--- config.mk ---
export PLATFORM = sky130hd
export DESIGN_NAME = cpu_trace_emitter_flat
export DESIGN_NICKNAME = d
export VERILOG_FILES = /design/src/rtl/cpu_trace_pkg.sv /design/src/rtl/cpu_trace_emitter_if.sv /design/src/rtl/cpu_trace_emitter_hex_ascii.sv /design/src/rtl/cpu_trace_emitter.sv /design/src/flat_wrapper.sv
export SDC_FILE = /design/constraint.sdc
export NUM_CORES = 1
export LEC_CHECK = 0
export BUFFER_PORTS_ARGS = -buffer_cell sky130_fd_sc_hd__clkbuf_2
export CAP_MARGIN = 40
export CORE_ASPECT_RATIO = 1.25
export CORE_MARGIN = 2
export CORE_UTILIZATION = 60
export DETAILED_ROUTE_END_ITERATION = 6
export GPL_TIMING_DRIVEN = 0
export PLACE_DENSITY_LB_ADDON = 0.15
export SKIP_CTS_REPAIR_TIMING = 1
export SYNTH_ARGS = -nofsm -noshare
export SYNTH_HDL_FRONTEND = slang
export SYNTH_SLANG_ARGS = --single-unit
--- constraint.sdc ---
create_clock -name clk -period 32.7 [get_ports clk]
set_input_delay 6.54 -clock clk [delete_from_list [all_inputs] [get_ports clk]]
set_output_delay 6.54 -clock clk [all_outputs]
set_load 0.1 [all_outputs]
--- src/rtl/cpu_trace_pkg.sv ---
// Shared constants, types and the decimal-digit extractor for the CPU trace emitter.
// Define TRACE_NEWLINE_EN to append a line feed after each frame's '#'.
package cpu_trace_pkg;

  localparam logic [7:0] CH_CARET  = 8'h5E;
  localparam logic [7:0] CH_AT     = 8'h40;
  localparam logic [7:0] CH_COLON  = 8'h3A;
  localparam logic [7:0] CH_SPACE  = 8'h20;
  localparam logic [7:0] CH_DOLLAR = 8'h24;
  localparam logic [7:0] CH_STAR   = 8'h2A;
  localparam logic [7:0] CH_LT     = 8'h3C;
  localparam logic [7:0] CH_EQ     = 8'h3D;
  localparam logic [7:0] CH_HASH   = 8'h23;
  localparam logic [7:0] CH_LF     = 8'h0A;
  localparam logic [7:0] CH_ZERO   = 8'h30;

  localparam logic [13:0] TIME_MAX = 14'd9999;

  typedef enum logic [3:0] {
    ST_IDLE,
    ST_CARET,
    ST_TIME,
    ST_AT,
    ST_PC,
    ST_COLON,
    ST_SP1,
    ST_TAG,
    ST_ARG,
    ST_SP2,
    ST_LT,
    ST_EQ,
    ST_DATA,
`ifdef TRACE_NEWLINE_EN
    ST_HASH,
    ST_NL
`else
    ST_HASH
`endif
  } state_t;

`ifdef TRACE_NEWLINE_EN
  localparam state_t ST_LAST = ST_NL;
`else
  localparam state_t ST_LAST = ST_HASH;
`endif

  // Event fields captured at acceptance; stamp is already saturated.
  typedef struct packed {
    logic        kind;
    logic [13:0] stamp;
    logic [31:0] pc;
    logic [4:0]  rnum;
    logic [31:0] addr;
    logic [31:0] data;
  } event_t;

  typedef struct packed {
    state_t      state;
    logic [2:0]  idx;
    logic [13:0] rem;
  } step_t;

  typedef struct packed {
    logic [3:0]  digit;
    logic [13:0] rem;
  } dec_t;

  // Decimal place weight selected by digit index 0..3 (thousands..units).
  function automatic logic [13:0] dec_weight(input logic [2:0] idx);
    case (idx)
      3'd0:    return 14'd1000;
      3'd1:    return 14'd100;
      3'd2:    return 14'd10;
      default: return 14'd1;
    endcase
  endfunction

  // First digit index that skips leading zeros; zero still prints one digit.
  function automatic logic [2:0] dec_start(input logic [13:0] v);
    if (v >= 14'd1000) return 3'd0;
    if (v >= 14'd100)  return 3'd1;
    if (v >= 14'd10)   return 3'd2;
    return 3'd3;
  endfunction

  function automatic dec_t dec_digit(input logic [13:0] v, input logic [2:0] idx);
    dec_t        res;
    logic [13:0] w;
    w         = dec_weight(idx);
    res.rem   = v;
    res.digit = 4'd0;
    for (int k = 0; k < 9; k++) begin
      if (res.rem >= w) begin
        res.rem   = res.rem - w;
        res.digit = res.digit + 4'd1;
      end
    end
    return res;
  endfunction

endpackage

--- src/rtl/cpu_trace_emitter_if.sv ---
// Event-in / character-out handshake bundle of the CPU trace emitter.
interface cpu_trace_emitter_if;
  logic        req_valid;
  logic        req_ready;
  logic        req_kind;
  logic [13:0] req_time;
  logic [31:0] req_pc;
  logic [4:0]  req_reg;
  logic [31:0] req_addr;
  logic [31:0] req_data;
  logic [7:0]  char;
  logic        char_valid;
  logic        char_ready;

  modport master (
    output req_valid, req_kind, req_time, req_pc, req_reg, req_addr, req_data, char_ready,
    input  req_ready, char, char_valid
  );

  modport slave (
    input  req_valid, req_kind, req_time, req_pc, req_reg, req_addr, req_data, char_ready,
    output req_ready, char, char_valid
  );
endinterface

--- src/rtl/cpu_trace_emitter_hex_ascii.sv ---
// Nibble to lowercase ASCII hex digit.
module trace_hex_ascii (
  input  logic [3:0] nibble,
  output logic [7:0] ascii
);
  assign ascii = (nibble < 4'd10) ? (8'h30 + {4'h0, nibble})
                                  : (8'h57 + {4'h0, nibble});
endmodule

--- src/rtl/cpu_trace_emitter.sv ---
// Serializes CPU write-back events into ASCII trace frames, one char per transfer.
// Define TRACE_NEWLINE_EN to end each frame with a line feed after '#'.
module cpu_trace_emitter
  import cpu_trace_pkg::*;
(
  input  logic                 clk,
  input  logic                 reset,
  cpu_trace_emitter_if.slave   bus,
  output logic [15:0]          frame_cnt
);

  state_t      state;
  logic [2:0]  idx;
  logic [13:0] dec_rem;
  event_t      ev;
  logic [7:0]  char_q;
  logic        char_valid_q;
  logic        ready_q;

  step_t       nxt;
  dec_t        dec;
  logic [31:0] hex_word;
  logic [3:0]  hex_nibble;
  logic [7:0]  hex_char;
  logic [7:0]  char_next;
  logic        accept;
  logic        xfer;

  assign accept = bus.req_valid && ready_q;
  assign xfer   = char_valid_q && bus.char_ready;

  assign bus.req_ready  = ready_q;
  assign bus.char       = char_q;
  assign bus.char_valid = char_valid_q;

  // Where the FSM goes after the current char is taken (or an event is accepted).
  always_comb begin
    // NOTE: every combinational output gets a default first, so no path can infer a latch.
    nxt = '{state: state, idx: idx, rem: dec_rem};
    case (state)
      ST_IDLE:  nxt = '{state: ST_CARET, idx: 3'd0, rem: dec_rem};
      ST_CARET: nxt = '{state: ST_TIME, idx: dec_start(ev.stamp), rem: ev.stamp};
      ST_TIME:  nxt = (idx == 3'd3) ? '{state: ST_AT, idx: 3'd0, rem: dec_rem}
                                    : '{state: ST_TIME, idx: idx + 3'd1, rem: dec_rem};
      ST_AT:    nxt = '{state: ST_PC, idx: 3'd0, rem: dec_rem};
      ST_PC:    nxt = (idx == 3'd7) ? '{state: ST_COLON, idx: 3'd0, rem: dec_rem}
                                    : '{state: ST_PC, idx: idx + 3'd1, rem: dec_rem};
      ST_COLON: nxt.state = ST_SP1;
      ST_SP1:   nxt.state = ST_TAG;
      ST_TAG:   nxt = ev.kind ? '{state: ST_ARG, idx: 3'd0, rem: dec_rem}
                              : '{state: ST_ARG, idx: dec_start({9'd0, ev.rnum}),
                                  rem: {9'd0, ev.rnum}};
      ST_ARG:   nxt = (idx == (ev.kind ? 3'd7 : 3'd3)) ? '{state: ST_SP2, idx: 3'd0, rem: dec_rem}
                                                       : '{state: ST_ARG, idx: idx + 3'd1, rem: dec_rem};
      ST_SP2:   nxt.state = ST_LT;
      ST_LT:    nxt.state = ST_EQ;
      ST_EQ:    nxt = '{state: ST_DATA, idx: 3'd0, rem: dec_rem};
      ST_DATA:  nxt = (idx == 3'd7) ? '{state: ST_HASH, idx: 3'd0, rem: dec_rem}
                                    : '{state: ST_DATA, idx: idx + 3'd1, rem: dec_rem};
`ifdef TRACE_NEWLINE_EN
      ST_HASH:  nxt = '{state: ST_NL, idx: 3'd0, rem: dec_rem};
      ST_NL:    nxt = '{state: ST_IDLE, idx: 3'd0, rem: dec_rem};
`else
      ST_HASH:  nxt = '{state: ST_IDLE, idx: 3'd0, rem: dec_rem};
`endif
      default:  nxt = '{state: ST_IDLE, idx: 3'd0, rem: 14'd0};
    endcase
  end

  // Single decimal extractor shared by TIME and the register number; its
  // remainder is kept in dec_rem for the following digit.
  assign dec = dec_digit(nxt.rem, nxt.idx);

  always_comb begin
    hex_word = ev.data;
    if (nxt.state == ST_PC)       hex_word = ev.pc;
    else if (nxt.state == ST_ARG) hex_word = ev.addr;
  end

  assign hex_nibble = hex_word[{~nxt.idx, 2'b00} +: 4];

  trace_hex_ascii u_hex (
    .nibble (hex_nibble),
    .ascii  (hex_char)
  );

  always_comb begin
    char_next = 8'h00;
    case (nxt.state)
      ST_CARET: char_next = CH_CARET;
      ST_TIME:  char_next = CH_ZERO + {4'h0, dec.digit};
      ST_AT:    char_next = CH_AT;
      ST_PC:    char_next = hex_char;
      ST_COLON: char_next = CH_COLON;
      ST_SP1:   char_next = CH_SPACE;
      ST_TAG:   char_next = ev.kind ? CH_STAR : CH_DOLLAR;
      ST_ARG:   char_next = ev.kind ? hex_char : (CH_ZERO + {4'h0, dec.digit});
      ST_SP2:   char_next = CH_SPACE;
      ST_LT:    char_next = CH_LT;
      ST_EQ:    char_next = CH_EQ;
      ST_DATA:  char_next = hex_char;
      ST_HASH:  char_next = CH_HASH;
`ifdef TRACE_NEWLINE_EN
      ST_NL:    char_next = CH_LF;
`endif
      default:  char_next = 8'h00;
    endcase
  end

  // Ready drops on acceptance and only returns once the frame is back in IDLE,
  // which leaves one idle cycle between back-to-back frames.
  always_ff @(posedge clk or posedge reset) begin
    if (reset) begin
      state        <= ST_IDLE;
      idx          <= 3'd0;
      dec_rem      <= 14'd0;
      ev           <= '0;
      char_q       <= 8'h00;
      char_valid_q <= 1'b0;
      ready_q      <= 1'b1;
      frame_cnt    <= 16'd0;
    end else if (accept || xfer) begin
      // NOTE: state registers use non-blocking assignments so every flop samples pre-edge values.
      state        <= nxt.state;
      idx          <= nxt.idx;
      dec_rem      <= dec.rem;
      char_q       <= char_next;
      char_valid_q <= (nxt.state != ST_IDLE);
      ready_q      <= (nxt.state == ST_IDLE);
      if (accept) begin
        ev.kind  <= bus.req_kind;
        ev.stamp <= (bus.req_time > TIME_MAX) ? TIME_MAX : bus.req_time;
        ev.pc    <= bus.req_pc;
        ev.rnum  <= bus.req_reg;
        ev.addr  <= bus.req_addr;
        ev.data  <= bus.req_data;
      end
      if (xfer && state == ST_LAST) frame_cnt <= frame_cnt + 16'd1;
    end
  end

endmodule

--- src/flat_wrapper.sv ---
// flat-port wrapper written by rule: the top's interface ports become plain ports
module cpu_trace_emitter_flat import cpu_trace_pkg::*;
  (clk, reset, frame_cnt, bus_req_valid, bus_req_kind, bus_req_time, bus_req_pc, bus_req_reg, bus_req_addr, bus_req_data, bus_char_ready, bus_req_ready, bus_char, bus_char_valid);
  cpu_trace_emitter_if bus_i ();
  input  logic clk;
  input  logic reset;
  output logic [15:0] frame_cnt;
  input wire logic [$bits(bus_i.req_valid)-1:0] bus_req_valid;
  input wire logic [$bits(bus_i.req_kind)-1:0] bus_req_kind;
  input wire logic [$bits(bus_i.req_time)-1:0] bus_req_time;
  input wire logic [$bits(bus_i.req_pc)-1:0] bus_req_pc;
  input wire logic [$bits(bus_i.req_reg)-1:0] bus_req_reg;
  input wire logic [$bits(bus_i.req_addr)-1:0] bus_req_addr;
  input wire logic [$bits(bus_i.req_data)-1:0] bus_req_data;
  input wire logic [$bits(bus_i.char_ready)-1:0] bus_char_ready;
  output wire logic [$bits(bus_i.req_ready)-1:0] bus_req_ready;
  output wire logic [$bits(bus_i.char)-1:0] bus_char;
  output wire logic [$bits(bus_i.char_valid)-1:0] bus_char_valid;
  assign bus_i.req_valid = bus_req_valid;
  assign bus_i.req_kind = bus_req_kind;
  assign bus_i.req_time = bus_req_time;
  assign bus_i.req_pc = bus_req_pc;
  assign bus_i.req_reg = bus_req_reg;
  assign bus_i.req_addr = bus_req_addr;
  assign bus_i.req_data = bus_req_data;
  assign bus_i.char_ready = bus_char_ready;
  assign bus_req_ready = bus_i.req_ready;
  assign bus_char = bus_i.char;
  assign bus_char_valid = bus_i.char_valid;
  cpu_trace_emitter u_core (.clk(clk), .reset(reset), .bus(bus_i), .frame_cnt(frame_cnt));
endmodule
==> reports/metrics.cfg, run 1 <==
[routing]
wire_per_inst_microns = 18.38
ant_nets = 0
firstDrtPassIters = 6
vias_per_cell = 6.145
drt_iter0_drc = 957
drc = 0
wirelength_microns = 45150
vias = 15090

[floorplan]
core_area_sq_um = 25130
die_area_sq_um = 26800
die_h_microns = 182.5
start_util = 0.6088
io_pins = 146
rows = 65
fp.dieW_microns = 146.8

[timing]
max_clock_freq_ghz = 0.03296
worstMarginPinSlew_ps = 841.7
hold_slack_ps = 468.6
rsz0062_at_grt = false
totalNegativeSetupSlack_ps = 0
slew_violations = 0
post-route-min-period_ps = 30340
finalHoldViolCount = 0
post-route-period-util = 0.9278
fin_worst_skew_ps = 10.29
setup_viol = 0
slew_headroom = 0.4337

[critical_path]
worst-path-max-fanout = 10
timing.rr.start = u_core.idx[0]
crit_type = reg2reg
cp-end-kind = flop
critPathLaunchType = flop
arrival_ps = 30660
worstSetupStartpoint = u_core.idx[0]
critPathRequiredTime_ps = 33020
cpMostUsedCell = a21oi_1
critPathSlowestCell = nor4_4
cp_slowest_stage_delay_ps = 510

[synth]
yosysTopAreaCell = dfrtp_1
synthCells = 1940
ys_ff_latch = 162
syn_area_sq_um = 15300
synth_ff_type = dfrtp_1
avgSynthCellArea_sq_um = 7.886
yosys-top-cells-area = dfrtp_1 26%, nand2_1 11%, ha_1 7.8%, a21oi_1 4.5%, xnor2_1 3.7%
synth.distinct_cells = 118
netlist.area_leader.share = 0.2634
yosysWarnings = 0
synth_fp_nets = 2164
async_flop_share = 1.000
synth_seq_area_share = 0.2651
synth-edff-count = 0

[power_and_ir_drop]
power.density_nw_per_um2 = 24.82
power_mw = 0.4264
irDropWorstVdd_mv = 0.06182
p_leak_nw = 8.730

[clock_tree]
htree_levels = 4
ctsRootBufferMaster = clkbuf_16
cts_made_buffers = 17
cts_tree = built
numClockSinks = 162
clock_latency_ps = 440
clk_pin_slew_worst_paths_ps = 70
clockBufferDepth = 2

[worst_hold_path]
hp-start = u_core.ev[43]
hp-class = reg2reg

[placed_design]
place.detailed.hpwl_microns = 35230
port_buffers = 144
dpl-instance-area_sq_um = 16520
gp_congestion = 0.9489
post-place-cells = 2424

[final_layout]
fillers = 2125
final-instance-count-excl-fill = 2456
fin_area_sq_um = 17180
ff_latch_area_sq_um = 4055
nets = 2332
drive_gt1_frac = 0.1405
diodes = 0
multi_input_area_sq_um = 10720
area_growth_pct = 12.31

[global_routing]
antenna_found_initial = 0
grt_max_degree = 126
grt_pass1_vias = 14860
grt.total_usage = 0.3357
grt_overflow_total = 0
grt_pass1_wl_microns = 73130

[outcome]
status = finished clean

[run]
max-cap-violations = 0

## synth_stat cells (all sizes together), types with 6 or more instances
master and n:
o22a 7, a21boi 7, o211ai 9, a21oi 142, nor2 124, or2 11
o311ai 9, and2 10, nor2b 49, nor3 36, mux2i 41, o211a 7
a22o 13, o31ai 17, a211oi 46, fa 9, nor4 19, ha 95
nor4b 6, a22oi 8, nand2b 32, mux2 30, dfrtp 161, xnor2 66
a31oi 12, a21o 35, inv 51, nand2 443, clkbuf 56, o21ai 108
a211o 11, nand3 35, or3 16, xor2 36, and3 15, a311oi 6
o21bai 16, buf 24, nand4 20, o21a 14
## final timing paths
kind                       slack (ps)  depth (start not counted)                  end
max                              2360                        120    u_core.dec_rem[6]
min                               470                          2        u_core.ev[43]
max reg2reg                      2360                        120    u_core.dec_rem[6]
min reg2reg                       470                          2        u_core.ev[43]
max in group asynchronous       25710                          3  u_core.frame_cnt[7]
min in group asynchronous        6060                          2       u_core.ev[107]
## metrics by stage
step | setup WS [ps] | utilization
2_1_floorplan | 7506 | -
3_3_place_gp | 1037 | 0.6541
3_5_place_dp | 1095 | 0.6574
4_1_cts | 954.9 | 0.6825
5_1_grt | 85.98 | 0.6837
6_report | 2360 | 0.6837
## layout make-up
type / instances / share of cell area
well taps: 335 / 0.02440
multi-input cells: 1646 / 0.6240
flip-flops and latches: 162 / 0.2360
repair buffers: 149 / 0.04624
plain buffers: 80 / 0.02083
inverters: 52 / 0.01180
clock buffers: 21 / 0.02796
clock inverters: 11 / 0.008739
## state kept, by name (all words and copies together) (netlist names)
name / cells
u_core.dec_rem: 14
u_core.bus.char: 7
u_core.frame_cnt: 16
u_core.idx: 3
u_core.bus.char_valid: 1
u_core.state: 4
u_core.ev: 116
u_core.bus.req_ready: 1
## worst max-delay path, delay by kind of cell, from the launching register on
family	cells	cell delay, ps
AND/OR/NAND/NOR	48	10150
flip-flops	1	400
adder cells (fa/ha/maj)	14	4720
AO/OA/AOI/OAI	35	7560
buffers and inverters	19	6090
multiplexers	4	1250
## layout by cell type (no fill, tap or decap), types with 9 or more instances in the layout
master       n
a211o_1     11
a211oi_1    45
a21o_1      35
a21oi_1    139
a22o_1      13
a31oi_1     12
and2_1      10
and3_1      15
buf_2       10
clkbuf_1    51
clkbuf_16   17
clkbuf_2   151
dfrtp_1    161
fa_1         9
ha_1        95
inv_1       50
mux2_2      28
mux2i_1     39
nand2_1    442
nand2b_1    31
nand3_1     35
nand4_1     20
nor2_1     122
nor2b_1     49
nor3_1      31
nor4_1      16
o21a_1      14
o21ai_0     96
o21ai_1     11
o21bai_1    16
o31ai_1     16
or3_1       14
xnor2_1     64
xor2_1      36
## power breakdown
group	internal, mW	leakage, nW	switching (mW)	total, mW
clock network	0.129	0.306	0.0845	0.213
registers	0.200	2.25	0	0.200
logic	0.00572	6.18	0.00718	0.0129
## routing by layer
layer | share of wire | GRT usage
met3 | 0.045 | 0.03575
met2 | 0.52 | 0.6257
met4 | 0.058 | 0.1868
met5 | 0 | 0
met1 | 0.38 | 0.3709
## cell families after synthesis
logic type,Yosys count,synth area share
AND/OR/NAND/NOR,845,0.2620
AO/OA/AOI/OAI,523,0.2381
flip-flops,162,0.2651
buffers and inverters,132,0.03558
adder cells (fa/ha/maj),104,0.08947
XOR/XNOR,102,0.05938
multiplexers,71,0.05022
other,1,0.0002451
Power figures use the tool's default switching activity.
==> inputs of run 2 (changes only) <==
--- a/config.mk
+++ b/config.mk
@@ -13,6 +13,7 @@
 export DETAILED_ROUTE_END_ITERATION = 6
 export GPL_TIMING_DRIVEN = 0
 export PLACE_DENSITY_LB_ADDON = 0.15
+export REMOVE_ABC_BUFFERS = 1
 export SKIP_CTS_REPAIR_TIMING = 1
 export SYNTH_ARGS = -nofsm -noshare
 export SYNTH_HDL_FRONTEND = slang
==> reports/metrics.cfg, run 2 (same netlist as run 1, synthesis figures left out) <==
[timing]
fin_worst_skew_ps = 6.157
rsz0062_at_grt = false
post-route-period-util = 0.8767
slew_headroom = 0.3608
post-route-min-period_ps = 28670
totalNegativeSetupSlack_ps = 0
finalHoldViolCount = 0
slew_violations = 0
max_clock_freq_ghz = 0.03488
setup_viol = 0
worstMarginPinSlew_ps = 950.1

[routing]
firstDrtPassIters = 7
vias_per_cell = 6.136
wire_per_inst_microns = 17.03
drt_iter0_drc = 998
vias = 14660
wirelength_microns = 40680
ant_nets = 0
drc = 0

[clock_tree]
ctsRootBufferMaster = clkbuf_16
numClockSinks = 162
clk_pin_slew_worst_paths_ps = 60
clockBufferDepth = 2
cts_made_buffers = 17
clock_latency_ps = 430
htree_levels = 4
cts_tree = built

[placed_design]
dpl-instance-area_sq_um = 16480
port_buffers = 144
place.detailed.hpwl_microns = 31030
gp_congestion = 0.9258

[final_layout]
diodes = 0
layout_common_cells = 441 x nand2_1, 161 x dfrtp_1, 144 x clkbuf_2
reg_top3 = u_core.ev: 116 flops, u_core.frame_cnt: 16 flops, u_core.dec_rem: 14 flops
drive_gt1_frac = 0.1402
area_growth_pct = 11.59
ff_latch_area_sq_um = 4055
largest_reg_flops = 116
final_common_cell = nand2_1
multi_input_area_sq_um = 10730
nets = 2266
fillers = 2128
largest-register = u_core.ev
fin_area_sq_um = 17070

[critical_path]
critPathRequiredTime_ps = 33000
cp_slowest_stage_delay_ps = 840
critPathLaunchType = flop
cp-end-kind = flop
worst-path-max-fanout = 24
arrival_ps = 28970
crit_type = reg2reg
critPathSlowestCell = dfrtp_1

[floorplan]
die_h_microns = 182.5
io_pins = 146
die_area_sq_um = 26800
fp.dieW_microns = 146.8
start_util = 0.6088
core_area_sq_um = 25130
rows = 65

[power_and_ir_drop]
p_int_mw = 0.3301
power_mw = 0.4158
power_frac_comb = 0.031
pwr-share-clk = 0.487
share_seq_of_total_power = 0.482
p_switching_mw = 0.08566
p_sw_frac = 0.2060
irDropWorstVdd_mv = 0.04196
p_leak_nw = 8.683
power.density_nw_per_um2 = 24.35

[run]
max-cap-violations = 0

[outcome]
status = finished clean

[global_routing]
grt_overflow_total = 0
grt_max_degree = 118
grt_pass1_wl_microns = 67490
grt.total_usage = 0.3041
antenna_found_initial = 0
grt_pass1_vias = 14320

[worst_hold_path]
hp-class = reg2reg

==> run 2: final timing paths <==
check                           cells past startpoint  slack [ps]             from              endpoint
min in group asynchronous                           2        6090            reset  u_core.frame_cnt[14]
worst min-delay path                                2         470    u_core.ev[71]         u_core.ev[71]
max in group asynchronous                           3       25750            reset         u_core.ev[49]
worst max-delay path                              107        4030  u_core.state[1]     u_core.dec_rem[6]
worst min register to register                      2         470    u_core.ev[71]         u_core.ev[71]
worst max register to register                    107        4030  u_core.state[1]     u_core.dec_rem[6]
==> run 2: worst max-delay path: cells and delay by family, from the launching register on <==
| kind | cells | cell delay, ps |
|---|---|---|
| flops | 1 | 840 |
| mux | 7 | 1990 |
| simple gates | 47 | 13620 |
| buf+inv | 8 | 1240 |
| fa+ha+maj | 16 | 4320 |
| compound gates | 29 | 6450 |
==> run 2: routing by layer <==
metal / share of wire / track usage / wire (microns) / vias up
li1: - / - / - / 7167
met5: 0 / 0 / 0 / -
met2: 0.52 / 0.5596 / 21140 / 427
met1: 0.40 / 0.3499 / 16310 / 6949
met4: 0.041 / 0.1456 / 1652 / 0
met3: 0.039 / 0.03550 / 1581 / 116
==> run 2: per-stage QoR <==
step | util | worst slack, ps | cells | hold WS, ps
after detailed placement | 0.6556 | 4435 | 2358 | 454.0
after global placement | 0.6402 | 1190 | 2339 | 450.8
after CTS | 0.6793 | 4387 | 2389 | 468.7
after floorplan | - | 7081 | 1860 | 437.9
after global routing | 0.6793 | 1444 | 2389 | 482.4
final | 0.6793 | 4031 | 2389 | 466.1
==> run 2: area by class of cell <==
cell class	instances	share of cell area
repair buffers	163	0.06237
clock buffers	23	0.02741
well taps	335	0.02455
clock inverters	8	0.007476
flip-flops and latches	162	0.2375
inverters	52	0.01187
multi-input cells	1646	0.6288
==> run 2: power groups by stage <==
stage	logic [mW]	registers [mW]	clock network, mW
2_1_floorplan	0.00375	0.204	0
3_3_place_gp	0.0125	0.204	0
3_5_place_dp	0.0130	0.204	0
4_1_cts	0.0131	0.200	0.205
5_1_grt	0.0143	0.200	0.213
6_report	0.0129	0.200	0.202
